[src/rtl/mining_pkg.sv]
// Shared types and defaults for the mining job dispatcher.
package mining_pkg;

  // Job lifecycle states.
  typedef enum logic [2:0] {
    ST_IDLE  = 3'd0,
    ST_START = 3'd1,
    ST_RUN   = 3'd2,
    ST_FOUND = 3'd3,
    ST_DONE  = 3'd4,
    ST_ERROR = 3'd5
  } job_state_t;

  // Nonce / counter width used when the instantiator does not override it.
  localparam int DEFAULT_NONCE_W = 32;

  // Default watchdog budget between hashing results.
  localparam int DEFAULT_TIMEOUT_CYCLES = 1024;

endpackage

[src/rtl/watchdog_timer.sv]
// Cycle watchdog: counts enabled cycles since the last clear and flags
// expiry once the count reaches TIMEOUT_CYCLES-1.
module watchdog_timer #(
  parameter int TIMEOUT_CYCLES = 1024
) (
  input  logic clk,
  input  logic n_rst,
  input  logic clear,
  input  logic enable,
  output logic expired
);

  // At least one bit so tiny budgets still elaborate.
  localparam int CNT_W = (TIMEOUT_CYCLES > 2) ? $clog2(TIMEOUT_CYCLES) : 1;
  localparam logic [CNT_W-1:0] LAST = CNT_W'(TIMEOUT_CYCLES - 1);

  logic [CNT_W-1:0] count;

  // Count enabled cycles; clear wins, and the count saturates at LAST.
  always_ff @(posedge clk or negedge n_rst) begin
    if (!n_rst) begin
      count <= '0;
    end else if (clear) begin
      count <= '0;
    end else if (enable && (count != LAST)) begin
      count <= count + 1'b1;
    end
  end

  assign expired = enable & (count == LAST);

endmodule

[src/rtl/mining_job_ctrl.sv]
// Job dispatcher between the host registers and the hashing module.
// Tracks the hashing module's auto-incrementing nonce, counts completed
// hashes and ends a job on golden nonce, budget exhaustion, watchdog
// timeout or host abort. Results are held until the host acknowledges.
module mining_job_ctrl
  import mining_pkg::*;
#(
  parameter int NONCE_W        = DEFAULT_NONCE_W,
  parameter int TIMEOUT_CYCLES = DEFAULT_TIMEOUT_CYCLES
) (
  input  logic               clk,
  input  logic               n_rst,
  input  logic               job_valid,
  output logic               job_ready,
  input  logic [NONCE_W-1:0] job_start_nonce,
  input  logic [NONCE_W-1:0] job_nonce_limit,
  input  logic               abort,
  input  logic               result_ack,
  output logic               begin_hash,
  output logic               quit_hash,
  input  logic               hash_done,
  input  logic               valid_hash,
  output logic [NONCE_W-1:0] cur_nonce,
  output logic [NONCE_W-1:0] hashes_tried,
  output logic               found,
  output logic [NONCE_W-1:0] found_nonce,
  output logic               exhausted,
  output logic               timeout_err,
  output logic               busy
);

  job_state_t         state;
  logic [NONCE_W-1:0] nonce_limit;
  logic               hash_done_q;
  logic               done_edge;
  logic               wd_expired;
  logic [NONCE_W-1:0] tried_inc;

  // Registered copy of hash_done so a held strobe produces a single edge.
  always_ff @(posedge clk or negedge n_rst) begin
    if (!n_rst) begin
      hash_done_q <= 1'b0;
    end else begin
      hash_done_q <= hash_done;
    end
  end

  assign done_edge = hash_done & ~hash_done_q;
  assign tried_inc = hashes_tried + 1'b1;

  // Watchdog runs only while waiting for results; any result restarts it,
  // and leaving RUN (or passing through START) leaves it cleared.
  watchdog_timer #(
    .TIMEOUT_CYCLES(TIMEOUT_CYCLES)
  ) u_watchdog (
    .clk    (clk),
    .n_rst  (n_rst),
    .clear  ((state != ST_RUN) | done_edge),
    .enable (state == ST_RUN),
    .expired(wd_expired)
  );

  // Job FSM with counters; quit_hash is a registered one-cycle pulse that
  // lines up with the first cycle of the state it leads into.
  always_ff @(posedge clk or negedge n_rst) begin
    if (!n_rst) begin
      state        <= ST_IDLE;
      nonce_limit  <= '0;
      cur_nonce    <= '0;
      hashes_tried <= '0;
      found_nonce  <= '0;
      quit_hash    <= 1'b0;
    end else begin
      quit_hash <= 1'b0;
      case (state)
        ST_IDLE: begin
          if (job_valid) begin
            cur_nonce    <= job_start_nonce;
            hashes_tried <= '0;
            nonce_limit  <= job_nonce_limit;
            // An empty budget completes immediately without touching the hasher.
            state        <= (job_nonce_limit == '0) ? ST_DONE : ST_START;
          end
        end
        ST_START: begin
          if (abort) begin
            quit_hash <= 1'b1;
            state     <= ST_IDLE;
          end else begin
            state <= ST_RUN;
          end
        end
        ST_RUN: begin
          if (abort) begin
            quit_hash <= 1'b1;
            state     <= ST_IDLE;
          end else if (done_edge) begin
            if (valid_hash) begin
              // Golden nonce: freeze counters at the winning nonce.
              found_nonce <= cur_nonce;
              state       <= ST_FOUND;
            end else begin
              cur_nonce    <= cur_nonce + 1'b1;
              hashes_tried <= tried_inc;
              if (tried_inc == nonce_limit) begin
                quit_hash <= 1'b1;
                state     <= ST_DONE;
              end
            end
          end else if (wd_expired) begin
            quit_hash <= 1'b1;
            state     <= ST_ERROR;
          end
        end
        ST_FOUND: begin
          // The hasher keeps holding its golden result until told to stop.
          if (abort || result_ack) begin
            quit_hash <= 1'b1;
            state     <= ST_IDLE;
          end
        end
        ST_DONE, ST_ERROR: begin
          if (result_ack) begin
            state <= ST_IDLE;
          end
        end
        default: begin
          state <= ST_IDLE;
        end
      endcase
    end
  end

  // Status outputs decode straight from the state register.
  assign job_ready   = (state == ST_IDLE);
  assign busy        = (state != ST_IDLE);
  assign begin_hash  = (state == ST_START);
  assign found       = (state == ST_FOUND);
  assign exhausted   = (state == ST_DONE);
  assign timeout_err = (state == ST_ERROR);

endmodule

[config.mk]
export PLATFORM = sky130hd
export DESIGN_NAME = mining_job_ctrl
export DESIGN_NICKNAME = d
export VERILOG_FILES = /design/src/rtl/mining_pkg.sv /design/src/rtl/watchdog_timer.sv /design/src/rtl/mining_job_ctrl.sv
export SDC_FILE = /design/constraint.sdc
export NUM_CORES = 1
export LEC_CHECK = 0
export CAP_MARGIN = 40
export CORE_ASPECT_RATIO = 1.1
export CORE_MARGIN = 2
export CORE_UTILIZATION = 47
export CTS_CLUSTER_SIZE = 28
export DETAILED_ROUTE_END_ITERATION = 8
export MAX_ROUTING_LAYER = met4
export PLACE_DENSITY = 0.78
export SYNTH_ARGS = -nofsm -noshare
export SYNTH_HDL_FRONTEND = slang
export SYNTH_SLANG_ARGS = --single-unit
[constraint.sdc]
create_clock -name clk -period 2.51 [get_ports clk]
set_input_delay 0.502 -clock clk [delete_from_list [all_inputs] [get_ports clk]]
set_output_delay 0.502 -clock clk [all_outputs]
set_load 0.05 [all_outputs]
**Yosys cells after proc, flatten, opt, wreduce, memory -nomap -nowiden**

Cells that the tools add are included.

- $add $sub $neg: 3
- Multipliers: 0
- Divide/modulo/power cells: 0
- Order comparisons: 0
- Eq/ne operators: 17
- Shift-type cells: 0
- Muxes and demuxes: 31
- Bitwise gates (word level): 5
- Reductions and logical operators: 12

Operator list:

| operator | count |
|---|---|
| 32-bit two-way mux | 8 |
| 32-bit case mux with 2 select lines | 2 |
| 32-bit by 1-bit adder with 32-bit output, second input constant | 2 |
| 32-bit equality test | 1 |
| 32-bit logical NOT | 1 |
| 3-bit two-way mux | 9 |
| 10-bit two-way mux | 2 |
| 3-bit case mux with 5 select lines | 1 |
| 10-bit by 1-bit adder with 10-bit output, second input constant | 1 |
| 10-bit equality test, second input constant | 1 |
| 10-bit != test, second input constant | 1 |
| 2-bit != test, second input constant | 5 |
| 5-bit AND reduction | 2 |
| 1-bit two-way mux | 7 |
| 3-bit by 2-bit equality test with 1-bit output, second input constant | 2 |
| 3-bit equality test, second input constant | 2 |
| 5-bit != test, second input constant | 1 |
| 4-bit != test, second input constant | 1 |
| 4-bit AND reduction | 1 |
| 2-bit nonzero test | 2 |
| 3-bit by 1-bit equality test with 1-bit output, second input constant | 1 |
| 3-bit logical NOT | 1 |
| 3-bit by 2-bit != test with 1-bit output, second input constant | 1 |
| 1-bit case mux with 3 select lines | 1 |
| 10 further kinds | 12 |

- Register bits after elaboration: 143
- Latch bits: 0
- Memory bits (writable): 0
- Bits in read-only memories: 0
- Bits of input ports: 71
- Output and inout port bits: 103
- Logic and storage cells: 76
- Memories: 0

**Depth between registers and ports, before layout**

Gate-level depths: netlist of the first run.

- Depth after elaboration: 7
- Mapped depth: 10
- Gate-level depth less buffers: 9

**By module**

From an unflattened synthesis of the first run, not the netlist that was laid out.

- Cells, all modules: 909
- Area, all modules: 7948.9 um^2

By module, submodules not included:

| module | instances | cells an instance | area each (um^2) | seq. area each (um^2) |
|---|---|---|---|---|
| mining_job_ctrl | 1 | 838 | 7298.2 | 3328.2 |
| watchdog_timer | 1 | 71 | 650.6 | 250.2 |

**Worst setup path before layout of the first run**

No wires, ideal clock.

- Path kind: register to register
- Start point: register hashes_tried[0]
- End point: register quit_hash
- Arrival time: 2.840 ns
- Slack: -0.407 ns
- Stages on the path, launching flop included: 11
- Clock period less this slack: 2.917 ns
- Cell sequence: dfrtp_1 > ha_1 > nand4_4 > nor3_2 > buf_6 > nand4_2 > a221o_1 > or3_1 > nor4_2 > a41oi_1 > o21ai_1

- Word-level cells in the longest chain between the ends: 7

RTL lines:

| what | RTL line | text |
|---|---|---|
| start: declaration | mining_job_ctrl.sv:24 | `output logic [NONCE_W-1:0] hashes_tried,` |
| start signal: assignment | mining_job_ctrl.sv:104 | `hashes_tried <= tried_inc;` |
| 32-bit by 1-bit adder with 32-bit output | mining_job_ctrl.sv:49 | `assign tried_inc = hashes_tried + 1'b1;` |
| 32-bit equality test | mining_job_ctrl.sv:105 | `if (tried_inc == nonce_limit) begin` |
| 1-bit two-way mux | mining_job_ctrl.sv:105 |  |
| 1-bit two-way mux | mining_job_ctrl.sv:98 | `if (valid_hash) begin` |
| 1-bit two-way mux | mining_job_ctrl.sv:97 | `end else if (done_edge) begin` |
| 1-bit two-way mux | mining_job_ctrl.sv:94 | `if (abort) begin` |
| 1-bit case mux with 3 select lines | mining_job_ctrl.sv:75 | `case (state)` |
| end signal: assignment | mining_job_ctrl.sv:74 | `quit_hash <= 1'b0;` |
| end signal: assignment | mining_job_ctrl.sv:95 | `quit_hash <= 1'b1;` |
| end signal: assignment | mining_job_ctrl.sv:106 | `quit_hash <= 1'b1;` |
| end: declaration | mining_job_ctrl.sv:20 | `output logic quit_hash,` |

Every way passes these cells.
A chain may end at the register's enable or synchronous reset.

**Worst setup path after layout of the first run**

- Start point: register hashes_tried[1]
- End point: register quit_hash

The elaborated chain is that of the path after synthesis.

==> results of run 1 <==
==> area by class of cell <==
type | count | area [um^2]
timing repair buffer | 257 | 2430
multi-input combinational | 713 | 4330
fill | 1271 | 5270
clock inverter | 14 | 134
inverter | 8 | 30.0
antenna | 2 | 5.00
clock buffer | 18 | 429
tap | 204 | 255
sequential | 143 | 3610
==> state kept, by name, indices dropped and copies added (netlist names) <==
signal,cells
hash_done_q,1
state,3
hashes_tried,32
cur_nonce,32
nonce_limit,32
quit_hash,1
found_nonce,32
u_watchdog.count,10
==> placed cells by master (no fill, tap or decap), types with 6 or more instances in the layout <==
master and count:
a21oi_1 49, a31oi_1 18, a32oi_1 10, and2_1 8, and3_1 18, and4_1 6, buf_4 81, clkbuf_16 17
clkdlybuf4s50_1 166, dfrtp_1 120, dfrtp_2 23, inv_1 8, mux2_2 32, mux2i_1 8, nand2_1 198, nand2b_1 7
nand3_1 31, nand4_1 21, nor2_1 62, nor3_1 10, nor3_2 6, nor4_1 14, o21ai_0 71, o22ai_1 9
o31ai_1 10, or3_1 8, xnor2_1 27, xor2_1 18
==> per-layer routing <==
metal	vias up	global-route usage [%]
li1	3741	-
met1	3930	35.9
met2	340	46.9
met3	71	6.49
met4	0	12.3
met5	-	-
==> worst max-delay path by stage <==
stage | slack, ns | depth (start not counted) | to | from
2_1_floorplan | -0.12 | 10 | quit_hash | hashes_tried[0]
3_3_place_gp | -0.07 | 8 | state[2] | job_nonce_limit[1]
3_5_place_dp | -0.09 | 8 | state[2] | job_nonce_limit[1]
4_1_cts | 0.01 | 8 | quit_hash | hashes_tried[3]
5_1_grt | -0.11 | 9 | quit_hash | hashes_tried[1]
6_report | 0.04 | 8 | quit_hash | hashes_tried[1]
==> power breakdown <==
group          switching (W)  internal (W)  total [W]
clock network        0.00107       0.00138    0.00244
logic                0.00390       0.00226    0.00616
registers           0.000745       0.00308    0.00382
==> worst min-delay path: cells and delay by family, from the launching register on <==
kind             cells  cell delay, ns
DFF                  1            0.36
and+or+nand+nor      2            0.11
==> timing repair <==
item | CTS | global route
setup buffers | 0 | 2
hold buffers | 1 | 0
endpoints found under the setup margin | 3 | 4
endpoints found under the hold margin | 28 | 0
gates resized for setup | 3 | 25
pin swaps | 0 | 7
==> per-stage QoR <==
| step | instance area [um^2] | hold slack (ns) | util, % | TNS [ns] | total power [W] |
|---|---|---|---|---|---|
| 2_1_floorplan | 8050 | 0.206 | - | -0.188 | 0.00760 |
| 3_3_place_gp | 10500 | 0.437 | 63.6 | -0.159 | 0.00974 |
| 3_5_place_dp | 10500 | 0.438 | 63.6 | -0.195 | 0.00985 |
| 4_1_cts | 11100 | 0.498 | 67.1 | 0 | 0.0123 |
| 5_1_grt | 11200 | 0.522 | 68.0 | -0.215 | 0.0130 |
| 6_report | 11200 | 0.498 | 68.0 | 0 | 0.0124 |
==> kinds of logic after synthesis <==
kind of cell / Yosys count / synth area share [%]
AOI/OAI and AO/OA: 203 / 15.5
DFF: 143 / 44.8
muxes: 40 / 5.52
buffers and inverters: 65 / 3.37
adders and majority gates: 3 / 0.470
xor gates and xnor gates: 46 / 5.05
and+or+nand+nor: 421 / 25.3
==> flow_summary.json, run 1 <==
{
  "run_status": "finished, final reports clean",
  "period_share_pct": 98.6,
  "via_count": 8082,
  "top_layer": "met4",
  "final_nets": 1214,
  "path_max_fanout": 4,
  "start_kind": "flop",
  "die_area_mm2": 0.0180,
  "holdPathStages": 2,
  "worstHoldStart": "nonce_limit[12]",
  "regToRegSetupSlack_ns": 0.04,
  "synth.area.top_cells": "dfrtp_1 (45%), nand2_1 (9.4%), o21ai_0 (4.5%), mux2_2 (4.5%), a21oi_1 (3.1%)",
  "met2_length_um": 12300,
  "yosysSeqAreaShare_pct": 44.8,
  "drive_above_1_share_pct": 18.5,
  "drt-total-wl_um": 24900,
  "fp.dieH_um": 141,
  "port_buffers": 173,
  "dp_hpwl_um": 17800,
  "via_per_inst": 5.95,
  "synth-edff-count": 0,
  "clockBufferDepth": 2,
  "end_kind": "flop",
  "fmax_mhz": 404,
  "grt_max_degree": 60,
  "post-route-min-period_ns": 2.47,
  "slew_violations": 0,
  "yosysTopAreaCellShare_pct": 44.8,
  "reg2reg_depth": 8,
  "met3_length_um": 1550,
  "synth_top_area_cell": "dfrtp_1",
  "grt_pass1_vias": 7875,
  "grt_usage_pct": 29.3,
  "grt-ovfl-total": 0,
  "clock_latency_ns": 0.44,
  "place_ws_ns": -0.0898,
  "layoutNonFillerInstCount": 1359,
  "slew_headroom_pct": 57.4,
  "r2r_start": "hashes_tried[1]",
  "start_util_pct": 48.4,
  "grt_pass1_wl_um": 40600,
  "min_to": "nonce_limit[12]",
  "path_cells": "nand4_2 > or4_1 > a221oi_2 > nand4b_1 > or3_1 > nor4_2 > a41oi_1 > o21ai_1",
  "met1_length_um": 10200,
  "crit_family": "simple AND/OR/NAND/NOR gates",
  "numCtsBuffers": 17,
  "cp_num_buf_inv": 0,
  "min_path_type": "reg -> reg",
  "cts.sinks": 143,
  "clk_transition_reported_paths_ns": 0.06,
  "netlist_instances": 921,
  "ys.flop_type": "dfrtp_1",
  "skew_ns": 0.0125,
  "drtIter0Drc": 697,
  "crit_required_ns": 2.86,
  "cpMaxStageDelayCell": "or4_1",
  "syn_nets": 995,
  "rows": 49,
  "async_reset_ff_share_pct": 100,
  "p_leak_nw": 4.81,
  "htreeDepth": 4,
  "worstPathArrival_ns": 2.83,
  "gp_congestion": 0.985,
  "max_stage_delay_ns": 0.54,
  "syn_to_final_growth_pct": 40.6,
  "synth.avg_cell_area_um2": 8.67,
  "cap_viol_max_count": 0,
  "dr.pass1.iters": 7,
  "yosysUniqueCellTypes": 64,
  "setup_viol": 0,
  "yosysMostFrequentCell": "nand2_1",
  "regToRegEndpoint": "quit_hash",
  "core_mm2": 0.0165,
  "syn_area_mm2": 0.00798,
  "yosysWarnings": 0,
  "cts_tree": "done",
  "die_w_um": 128,
  "ant_nets": 0,
  "synthTopCellsByCount": "nand2_1 (199), dfrtp_1 (143), o21ai_0 (72), nor2_1 (63), a21oi_1 (49)",
  "dp.cells": 1322,
  "postLayoutSetupSlackWorst_ns": 0.0353,
  "avgRoutedWirePerCell_um": 18.4,
  "antenna_found_initial": 2,
  "ys_seq_elements": 143,
  "rsz0062_at_grt": "yes",
  "cts-root-buf": "clkbuf_16",
  "worstMarginPinSlew_ns": 0.639,
  "vdd_ir_drop_max_mv": 0.946,
  "powerDensity_mw_per_mm2": 1110,
  "crit_type": "reg -> reg",
  "io_pins": 174,
  "drcViolationCount": 0,
  "finalHoldViolations": 0
}
Note: power is estimated with default switching activity, not from simulation.
==> inputs of run 2 (changes only) <==
--- a/config.mk
+++ b/config.mk
@@ -6,13 +6,13 @@
 export NUM_CORES = 1
 export LEC_CHECK = 0
 export CAP_MARGIN = 40
-export CORE_ASPECT_RATIO = 1.1
+export CORE_ASPECT_RATIO = 1.2
 export CORE_MARGIN = 2
 export CORE_UTILIZATION = 47
 export CTS_CLUSTER_SIZE = 28
 export DETAILED_ROUTE_END_ITERATION = 8
 export MAX_ROUTING_LAYER = met4
-export PLACE_DENSITY = 0.78
+export PLACE_DENSITY = 0.8
 export SYNTH_ARGS = -nofsm -noshare
 export SYNTH_HDL_FRONTEND = slang
 export SYNTH_SLANG_ARGS = --single-unit
==> flow_summary.json, run 2 (synthesis results as in run 1) <==
{
  "cts-root-buf": "clkbuf_16",
  "fp.dieH_um": 147,
  "min_path_type": "in -> async",
  "r2r_start": "hashes_tried[0]",
  "drive_above_1_share_pct": 18.9,
  "run_status": "finished, violations left",
  "n_fill_cell": 1239,
  "finalHoldViolations": 0,
  "powerDensity_mw_per_mm2": 1110,
  "diodes": 0,
  "placed_area_mm2": 0.0106,
  "rows": 52,
  "fmax_mhz": 392,
  "syn_to_final_growth_pct": 42.8,
  "start_util_pct": 47.7,
  "die_w_um": 123,
  "clock_latency_ns": 0.42,
  "max_stage_delay_ns": 0.53,
  "via_count": 8186,
  "cpMaxStageDelayCell": "or4_4",
  "layout_commonest_cell": "nand2_1",
  "final-seq-area_mm2": 0.00361,
  "start_kind": "flop",
  "via_per_inst": 5.94,
  "rsz0062_at_grt": "yes",
  "cts_tree": "done",
  "cts_hold_buf": 0,
  "worstMarginPinSlew_ns": 0.642,
  "setup_viol": 1,
  "dr.pass1.iters": 5,
  "layout_common_cells": "nand2_1 (198), clkdlybuf4s50_1 (166), dfrtp_1 (119)",
  "grt_usage_pct": 28.7,
  "io_pins": 174,
  "path_max_fanout": 5,
  "violations": "negative setup slack",
  "post-route-min-period_ns": 2.55,
  "period_share_pct": 102,
  "worstSetupStartpoint": "hashes_tried[0]",
  "postLayoutSetupSlackWorst_ns": -0.0385,
  "slew_headroom_pct": 57.2,
  "vdd_ir_drop_max_mv": 1.14,
  "final_nets": 1225,
  "skew_ns": 0.00916,
  "slew_violations": 0,
  "antenna_found_initial": 0,
  "numCtsBuffers": 17,
  "fin_hold_ws_ns": 0.0425,
  "finalPower_w": 0.0126,
  "drtIter0Drc": 608,
  "grt_pass1_vias": 7993,
  "avgRoutedWirePerCell_um": 18.3,
  "grt_pass1_wl_um": 39300,
  "p_leak_nw": 4.92,
  "htreeDepth": 4,
  "core_mm2": 0.0167,
  "fin_area_mm2": 0.0114,
  "clk_transition_reported_paths_ns": 0.06,
  "drt-total-wl_um": 25300,
  "ant_nets": 0,
  "grt-ovfl-total": 0,
  "end_kind": "flop",
  "cts.sinks": 143,
  "port_buffers": 173,
  "die_area_mm2": 0.0180,
  "cap_viol_max_count": 0,
  "clockBufferDepth": 2,
  "drcViolationCount": 0,
  "gp_congestion": 0.912,
  "crit_required_ns": 2.85,
  "dp_hpwl_um": 17600,
  "multiInputGateArea_mm2": 0.00434,
  "path_cells": "nand4_4 > or4_4 > a221oi_2 > nand4b_1 > or3_4 > nor4_4 > a41oi_1 > o21ai_1",
  "crit_type": "reg -> reg",
  "grt_max_degree": 53,
  "worstPathArrival_ns": 2.89
}
-- run 2: per-layer routing --
layer,part of all wire [%],up-vias,track usage [%]
met3,6.3,63,4.62
met5,0,-,-
met1,39,3971,33.5
met4,3.0,0,12.9
li1,-,3770,-
met2,52,382,48.0
-- run 2: critical path, delay by kind of cell, from the launching register on --
family | cells | cell delay (ns)
AO/OA/AOI/OAI | 3 | 0.59
flip-flops | 1 | 0.44
AND/OR/NAND/NOR | 5 | 1.44
-- run 2: repair_timing --
action                                  4_1_cts  5_1_grt
setup buffers                                 1        6
pin swaps                                     3        9
resized for setup                             7       23
endpoints found under the setup margin        4        4
-- run 2: final timing paths --
check,to,slack [ns],cells past startpoint
hold / removal,nonce_limit[22],0.04,1
setup reg to reg,quit_hash,-0.04,8
max in group asynchronous,hashes_tried[2],1.80,2
setup / recovery,quit_hash,-0.04,8
min in group clk,nonce_limit[6],0.49,2
hold reg to reg,nonce_limit[6],0.49,2
-- run 2: layout make-up --
type,count,area share (%)
clock buffer,21,3.95
clock inverter,10,1.43
inverter,8,0.263
multi-input combinational,713,38.1
sequential,143,31.7
tap,216,2.37
timing repair buffer,268,22.2
-- run 2: where the power goes --
part	internal (W)	total, W	switching, W
Sequential	0.00308	0.00388	0.000796
Clock	0.00168	0.00265	0.000963
Combinational	0.00223	0.00608	0.00385
Total	0.00699	0.0126	0.00561
-- run 2: through the flow --
step / cells / setup TNS, ns / util, % / worst slack (ns)
floorplan: 921 / -0.188 / - / -0.124
global placement: 1341 / 0 / 63.2 / 0.0303
detailed placement: 1341 / -0.0350 / 63.2 / -0.0218
CTS: 1373 / -0.0159 / 67.1 / -0.0159
global route: 1379 / -0.370 / 68.2 / -0.182
finish: 1379 / -0.0385 / 68.2 / -0.0385
==> inputs of run 3 (changes only) <==
--- a/config.mk
+++ b/config.mk
@@ -5,7 +5,6 @@
 export SDC_FILE = /design/constraint.sdc
 export NUM_CORES = 1
 export LEC_CHECK = 0
-export CAP_MARGIN = 40
 export CORE_ASPECT_RATIO = 1.2
 export CORE_MARGIN = 2
 export CORE_UTILIZATION = 47
==> results of run 3 <==
No change in the layout: final DEF, timing and power equal those of run 2.
